## src/rtl/issue_queue_pkg.sv

```systemverilog
// Shared decode/issue types: the decoded instruction slot and the constants
// the Issue Unit already depends on.
package issue_queue_pkg;

  localparam int WIDTH     = 32;
  localparam int ALU_OP    = 4;
  localparam int LOAD_TYPE = 3;

  typedef struct packed {
    logic [4:0]           rs1_idx;
    logic [4:0]           rs2_idx;
    logic [4:0]           rd_idx;
    logic [WIDTH-1:0]     imm;
    logic [WIDTH-1:0]     pc;
    logic [ALU_OP-1:0]    alu_op;
    logic [4:0]           shift_size;
    logic [LOAD_TYPE-1:0] load_type;
    logic [1:0]           store_type;
    logic                 rf_write;
    logic                 mem_read;
    logic                 mem_write;
    logic                 branch;
    logic                 jal;
    logic                 jalr;
  } decoded_slot_t;

  function automatic logic is_ctrl(decoded_slot_t s);
    return s.branch | s.jal | s.jalr;
  endfunction

  function automatic logic is_mem(decoded_slot_t s);
    return s.mem_read | s.mem_write;
  endfunction

  function automatic logic [1:0] popcount2(logic [1:0] v);
    return {v[1] & v[0], v[1] ^ v[0]};
  endfunction

endpackage

```

## src/rtl/issue_pair_check.sv

```systemverilog
// Decides whether two in-order slots may issue together in the same cycle.
// Shared with the Issue Unit's hazard logic.
module issue_pair_check
  import issue_queue_pkg::*;
(
  input  decoded_slot_t head,
  input  decoded_slot_t second,
  output logic          pairable
);

  logic raw;
  logic unused_fields;

  // x0 is hardwired zero, so a write to it never creates a dependency.
  assign raw = head.rf_write && (head.rd_idx != 5'd0) &&
               ((head.rd_idx == second.rs1_idx) || (head.rd_idx == second.rs2_idx));

  assign pairable = !is_ctrl(head) &&
                    !(is_mem(head) && is_mem(second)) &&
                    !(is_ctrl(head) && is_ctrl(second)) &&
                    !raw;

  assign unused_fields = ^{head, second};

endmodule

```

## src/rtl/issue_queue.sv

```systemverilog
// In-order dual-ported instruction queue between Decode and the Issue Unit;
// presents the oldest one or two entries and flushes on redirect.
module issue_queue
  import issue_queue_pkg::*;
#(
  parameter int WIDTH = issue_queue_pkg::WIDTH,
  parameter int DEPTH = 8
) (
  input  logic                       clk,
  input  logic                       rst_n,
  input  logic                       flush,
  input  logic [1:0]                 in_valid,
  input  decoded_slot_t [1:0]        in_slot,
  output logic                       in_ready,
  output logic [1:0]                 out_valid,
  output decoded_slot_t [1:0]        out_slot,
  input  logic                       issue_ready,
  output logic [$clog2(DEPTH+1)-1:0] count
);

  localparam int PW = $clog2(DEPTH);
  localparam int CW = $clog2(DEPTH+1);

  if (WIDTH != issue_queue_pkg::WIDTH) begin : g_bad_width
    $error("issue_queue: WIDTH must match the decoded_slot_t datapath width");
  end
  if ((DEPTH < 4) || ((DEPTH & (DEPTH - 1)) != 0)) begin : g_bad_depth
    $error("issue_queue: DEPTH must be a power of two and at least 4");
  end

  decoded_slot_t mem [DEPTH];
  logic [PW-1:0] wr_ptr, rd_ptr;
  logic [PW-1:0] wr_ptr_p1, rd_ptr_p1;
  logic [1:0]    push_n, pop_n;
  logic          push_en;
  logic          pairable;

  assign wr_ptr_p1 = wr_ptr + PW'(1);
  assign rd_ptr_p1 = rd_ptr + PW'(1);

  assign out_slot[0] = mem[rd_ptr];
  assign out_slot[1] = mem[rd_ptr_p1];

  issue_pair_check u_pair_check (
    .head     (out_slot[0]),
    .second   (out_slot[1]),
    .pairable (pairable)
  );

  // Room is judged from the registered count only; same-cycle pops are not credited.
  assign in_ready     = count <= CW'(DEPTH - 2);
  assign out_valid[0] = !flush && (count != '0);
  assign out_valid[1] = !flush && (count >= CW'(2)) && pairable;

  assign push_en = in_ready && !flush;
  assign push_n  = push_en ? popcount2(in_valid) : 2'd0;
  assign pop_n   = issue_ready ? popcount2(out_valid) : 2'd0;

  // NOTE: storage has no reset; out_valid gating keeps stale entries from ever being presented.
  always_ff @(posedge clk) begin
    if (push_en) begin
      if (in_valid[0]) begin
        mem[wr_ptr] <= in_slot[0];
        if (in_valid[1]) mem[wr_ptr_p1] <= in_slot[1];
      end else if (in_valid[1]) begin
        mem[wr_ptr] <= in_slot[1];
      end
    end
  end

  // NOTE: sequential state uses non-blocking assignments so every register sees pre-edge values.
  always_ff @(posedge clk or negedge rst_n) begin
    if (!rst_n) begin
      wr_ptr <= '0;
      rd_ptr <= '0;
      count  <= '0;
    end else if (flush) begin
      wr_ptr <= '0;
      rd_ptr <= '0;
      count  <= '0;
    end else begin
      wr_ptr <= wr_ptr + PW'(push_n);
      rd_ptr <= rd_ptr + PW'(pop_n);
      count  <= count + CW'(push_n) - CW'(pop_n);
    end
  end

endmodule
```

## config.mk

```make
export PLATFORM = sky130hd
export DESIGN_NAME = issue_queue
export DESIGN_NICKNAME = d
export VERILOG_FILES = /design/src/rtl/issue_queue_pkg.sv /design/src/rtl/issue_pair_check.sv /design/src/rtl/issue_queue.sv
export SDC_FILE = /design/constraint.sdc
export NUM_CORES = 2
export LEC_CHECK = 0
export ABC_AREA = 1
export CAP_MARGIN = 10
export CORE_MARGIN = 4
export CORE_UTILIZATION = 60
export CTS_CLUSTER_SIZE = 20
export DETAILED_ROUTE_END_ITERATION = 6
export GPL_ROUTABILITY_DRIVEN = 0
export PLACE_DENSITY = 0.79
export SLEW_MARGIN = 10
export SYNTH_ARGS = -nofsm -noshare
export SYNTH_HDL_FRONTEND = slang
export SYNTH_SLANG_ARGS = --single-unit
```

## constraint.sdc

```tcl
create_clock -name clk -period 18.75 [get_ports clk]
set_input_delay 1.875 -clock clk [delete_from_list [all_inputs] [get_ports clk]]
set_output_delay 1.875 -clock clk [all_outputs]
set_load 0.02 [all_outputs]
```

Yosys cells after proc, flatten, opt, wreduce, memory -nomap -nowiden:

Memories as Yosys holds them, arrays and structs flattened.
Cells that the tools add are included.

* add/sub/neg operators: 6
* magnitude comparators: 2
* equality and inequality tests: 2
* muxes and demuxes: 16
* bitwise logic cells: 11
* reduce and logical (&&, ||, !) cells: 19

Operators by type and width (count)
* two-way mux 99 bit: 1
* logical AND 1 bit: 11
* equality test 5 bit: 2
* two-way mux 1 bit: 10
* OR 1 bit: 7
* adder 3 x 1 -> 3 bit, second input constant: 2
* adder 3 x 2 -> 3 bit: 2
* two-way mux 3 bit: 2
* zero test 1 bit: 5
* nonzero test 5 bit: 1
* adder 4 x 2 -> 4 bit: 1
* greater-or-equal comparator 4 x 2 -> 1 bit, second input constant: 1
* less-or-equal comparator 4 x 3 -> 1 bit, second input constant: 1
* two-way mux 2 bit: 2
* two-way mux 4 bit: 1
* nonzero test 4 bit: 1
* subtractor 4 x 2 -> 4 bit: 1
* bitwise AND 1 bit: 2
* bitwise XOR 1 bit: 2
* logical OR 1 bit: 1

* flip-flop bits (word level): 10
* bits in writable memories: 792
* bits of input ports: 204
* output and inout port bits: 205
* logic and storage cells: 60
* memories kept: 1

Memory list
* mem: depth 8, bits a word 99, rd ports 2, clocked after memory_dff 0, wr ports 2, line issue_queue.sv:31 `decoded_slot_t mem [DEPTH];`

Longest topological paths before layout:

An unclocked memory read counts as a cell.

* word-level depth: 13
* depth in mapped cells: 24
* depth with buffers taken out: 23

By module:

From an unflattened synthesis, not the netlist that was laid out.

* cells, all modules: 7424
* area total of the unflattened synthesis: 54155.7 um^2

By module, submodules not included
* issue_queue: instances 1, cells each 7372, area each 53935.5 um^2, sequential area each 24033.0 um^2
* issue_pair_check: instances 1, cells each 52, area each 220.2 um^2, sequential area each 0.0 um^2

Least setup slack after synthesis:

No wires, ideal clock.

* kind: input to register
* start: in flush
* end: mem mem[4][0] (netlist bit) (enable)
* library setup time: 693 ps
* arrival: 9549 ps
* required time: 18057 ps
* slack: 8508 ps
* cell stages on the path: 6
* buffers on the path: 1
* cells stage by stage: buf_2 inv_1 nand2_2 a21oi_1 nand3_1 o21ai_0

RTL lines
* start, declared: line issue_queue.sv:11 `input logic flush,`
* end, declared: line issue_queue.sv:31

Final worst setup path:

* start: reg rd_ptr[0]
* end: out out_valid[1]

* word-level cells in the longest chain between the ends: 9
* elaborated cells on any way between the ends: 24
* classes of those cells: 1 x add/sub; 2 x eq/ne; 6 x bitwise; 14 x reduce/logical; 1 x memory

RTL lines
* start, declared: line issue_queue.sv:32 `logic [PW-1:0] wr_ptr, rd_ptr;`
* start signal, assigned: line issue_queue.sv:83 `rd_ptr <= rd_ptr + PW'(pop_n);`
* adder 3 x 1 -> 3 bit: line issue_queue.sv:39 `assign rd_ptr_p1 = rd_ptr + PW'(1);`
* memory (8 x 99 bit) *
* OR 1 bit (on tied branches): line issue_queue_pkg.sv:28, issue_queue_pkg.sv:32
* OR 1 bit or logical AND 1 bit (tied branches): line issue_queue_pkg.sv:28, issue_pair_check.sv:19
* logical AND 1 bit or zero test 1 bit (tied branches): line issue_pair_check.sv:20, issue_pair_check.sv:19
* zero test 1 bit or logical AND 1 bit (tied branches): line issue_pair_check.sv:20, issue_pair_check.sv:18
* logical AND 1 bit: line issue_pair_check.sv:19 `!(is_mem(head) && is_mem(second)) &&`
* logical AND 1 bit *: line issue_pair_check.sv:20 `!(is_ctrl(head) && is_ctrl(second)) &&`
* logical AND 1 bit *: line issue_queue.sv:53 `assign out_valid[1] = !flush && (count >= CW'(2)) && pairable;`
* end, declared: line issue_queue.sv:15 `output logic [1:0] out_valid,`

Every way passes the cells marked *; elsewhere a longest branch is shown, timed or not.

==> impl_metrics.yaml <==
run_status:
  status: "finished with violations"
  violations: "design-rule violations"
synth:
  yosys.area_share.simple_pct: 13.9
  yosysSeqAreaShare_pct: 49.9
  yosysWarnings: 0
  synth_xor_area_share_pct: 0.0727
  yosysMostFrequentCell: "o21ai_0"
  syn_inst: 5940
  synth-async-reset-ratio_pct: 1.25
  ys_ff_latch: 802
  syn_area_per_cell_um2: 8.11
  synth_area_leaders: "edfxtp_1 (49%), o21ai_0 (14%), nand2_1 (9.2%)"
  synth_top_family_by_area: "compound AO/OA/AOI/OAI gates"
  synthAdderAreaFrac_pct: 0.530
  synth_compound_area_share_pct: 25.0
  ys_types: 39
  synth_edf_count: 792
  post_synth_most_frequent_cells: "o21ai_0 (1373), nand2_1 (1185), edfxtp_1 (792)"
  ys.flop_type: "edfxtp_1"
  synth_top_cell_area_share_pct: 49.4
  syn_area_um2: 48200
  syn_nets: 6162
  yosysTopAreaCell: "edfxtp_1"
  yosys-mux-area-fraction_pct: 2.13
clock_network:
  clockBufferDepth: 3
  cts_tree: "yes"
  htreeDepth: 3
  post_cts_resized: 0
  cts_buffers: 87
  worstSkewPairLatency_ps: 630
  cts_hold_buf: 0
  cts.sinks: 802
  post_cts_buffers: 0
  clk_pin_slew_ps: 60
  clock-root-buffer: "clkbuf_16"
setup_path:
  worstSetupStartpoint: "rd_ptr[0]"
  endpoint_kind: "output port"
  start_kind: "register"
  cp_max_fo: 235
  r2r-start: "rd_ptr[0]"
  critPathKind: "register to output port"
  arrival_ps: 6050
  crit_required_ps: 16880
pwr:
  leakage_nw: 18.1
  p_per_area_nw_per_um2: 116
  peakVddDrop_v: 0.0000861
route:
  wl_per_cell_um: 22.3
  drt_first_pass_iters: 7
  drc_errors: 8
  route.detailed.vias_per_inst: 6.34
  ant_nets: 0
  drt_iter0_drc: 5961
  num_vias: 44600
  finalWirelength_mm: 157
timing:
  fin_skew_ps: 13.5
  hold_viol: 0
  rsz0062_at_grt: "no"
  max_freq_ghz: 0.126
  timing.final.crit_share_pct: 42.3
  setup_violations: 0
  min_period_ps: 7920
  tns_ps: 0
  slew-limit-headroom_pct: 11.2
  maxSlewViolCount: 0
  whs_ps: 664
  worst_pin_slew_ps: 1330
floorplanning:
  die_h_um: 291
  fp-row-count: 103
  ioPinCount: 409
  dieArea_um2: 84900
  core-area_um2: 79300
  start_util_pct: 60.8
  die_x_um: 291
global_route:
  grt_pass1_vias: 42200
  grt_pass1_wl_mm: 236
  grt_usage_pct: 35.3
  grt_max_degree: 283
  grt-ovfl-total: 0
  grt_antenna_before_repair: 10
min_path:
  min_from: "wr_ptr[2]"
  hp-class: "register to register"
flow_run:
  maxCapViolations: 0
placed_design:
  dp_cells: 6870
  numPortBuffers: 408
  post-dp-hpwl_mm: 86.1
cells_and_area:
  finish.utilization_pct: 68.5
  final_nets: 6131
  final_cells: 7036
  drive_gt1_share_pct: 3.61
  num-fill-cells: 6250
  area_growth_syn_to_layout_pct: 12.7
==> routing by layer <==
| metal | wire (µm) | vias up | share of wire [%] | global-route usage [%] |
|---|---|---|---|---|
| li1 | - | 20600 | - | - |
| met3 | 19400 | 502 | 12 | 6.12 |
| met2 | 73200 | 3060 | 47 | 58.1 |
| met5 | 13 | - | 0.0083 | 0 |
| met4 | 7620 | 2 | 4.9 | 17.7 |
| met1 | 56500 | 20500 | 36 | 45.4 |
==> through the flow <==
stage,worst slack (ps),cell area (µm²),total power [mW]
4_1_cts,10940,54300,6.23
2_1_floorplan,8510,48200,3.71
5_1_grt,10620,54300,6.54
3_3_place_gp,11710,51700,4.58
6_report,10830,54300,6.27
3_5_place_dp,11660,51700,4.63
==> final timing paths <==
check                      cells past startpoint      endpoint  slack (ps)
min reg2reg                                    2     wr_ptr[2]         660
max in group asynchronous                      1     rd_ptr[0]       16740
max reg2reg                                   20      count[3]       12210
min                                            2     wr_ptr[2]         660
min in group asynchronous                      1     rd_ptr[2]        1600
max                                           11  out_valid[1]       10830
==> power by group <==
| group | switching [mW] | internal [mW] | total, mW | leakage, nW |
|---|---|---|---|---|
| logic | 1.63 | 0.867 | 2.49 | 9.57 |
| clock network | 0.715 | 0.912 | 1.63 | 1.28 |
| registers | 0.0437 | 2.11 | 2.15 | 7.30 |
==> cells by family (layout without fill, tap and decap cells) <==
group	after synthesis	in the layout
other cells	0	9
simple gates	1739	1739
buf+inv	972	1009
flops	802	802
mux	99	99
xor+xnor	4	4
compound gates	2306	2306
fa+ha+maj	18	18
==> registers in the layout (all words and copies together), names as in the netlist <==
name,count
wr_ptr,3
rd_ptr,3
mem,792
count,4
==> placed cells by master (no fill, tap or decap), types with 89 or more instances in the layout <==
| master | count |
|---|---|
| a21oi_1 | 569 |
| a31oi_1 | 177 |
| clkdlybuf4s50_1 | 408 |
| edfxtp_1 | 792 |
| inv_1 | 377 |
| mux2i_1 | 89 |
| nand2_1 | 1185 |
| nor2_1 | 460 |
| o211ai_1 | 95 |
| o21ai_0 | 1371 |
==> final cells by class <==
class                   instances  area, µm²  area share, %
inverters                     384       1470           2.70
multi-input cells            4166      20200           37.3
clock inverters                39        275          0.507
repair buffers                468       4600           8.48
well taps                    1050       1310           2.42
diodes                          9       22.5         0.0415
flip-flops and latches        802      24000           44.3
clock buffers                 118       2330           4.30
==> worst max-delay path, cell delays in order, from the launching register on <==
cell and delay (ps):
dfrtp_4 840, buf_12 630, ha_4 740, buf_4 970
a21oi_1 120, o21ai_0 170, nand3_1 110, o21a_1 130
o22ai_1 190, nand2_1 150, a21oi_1 470, clkdlybuf4s50_1 710
(Power assumes the default switching activity.)
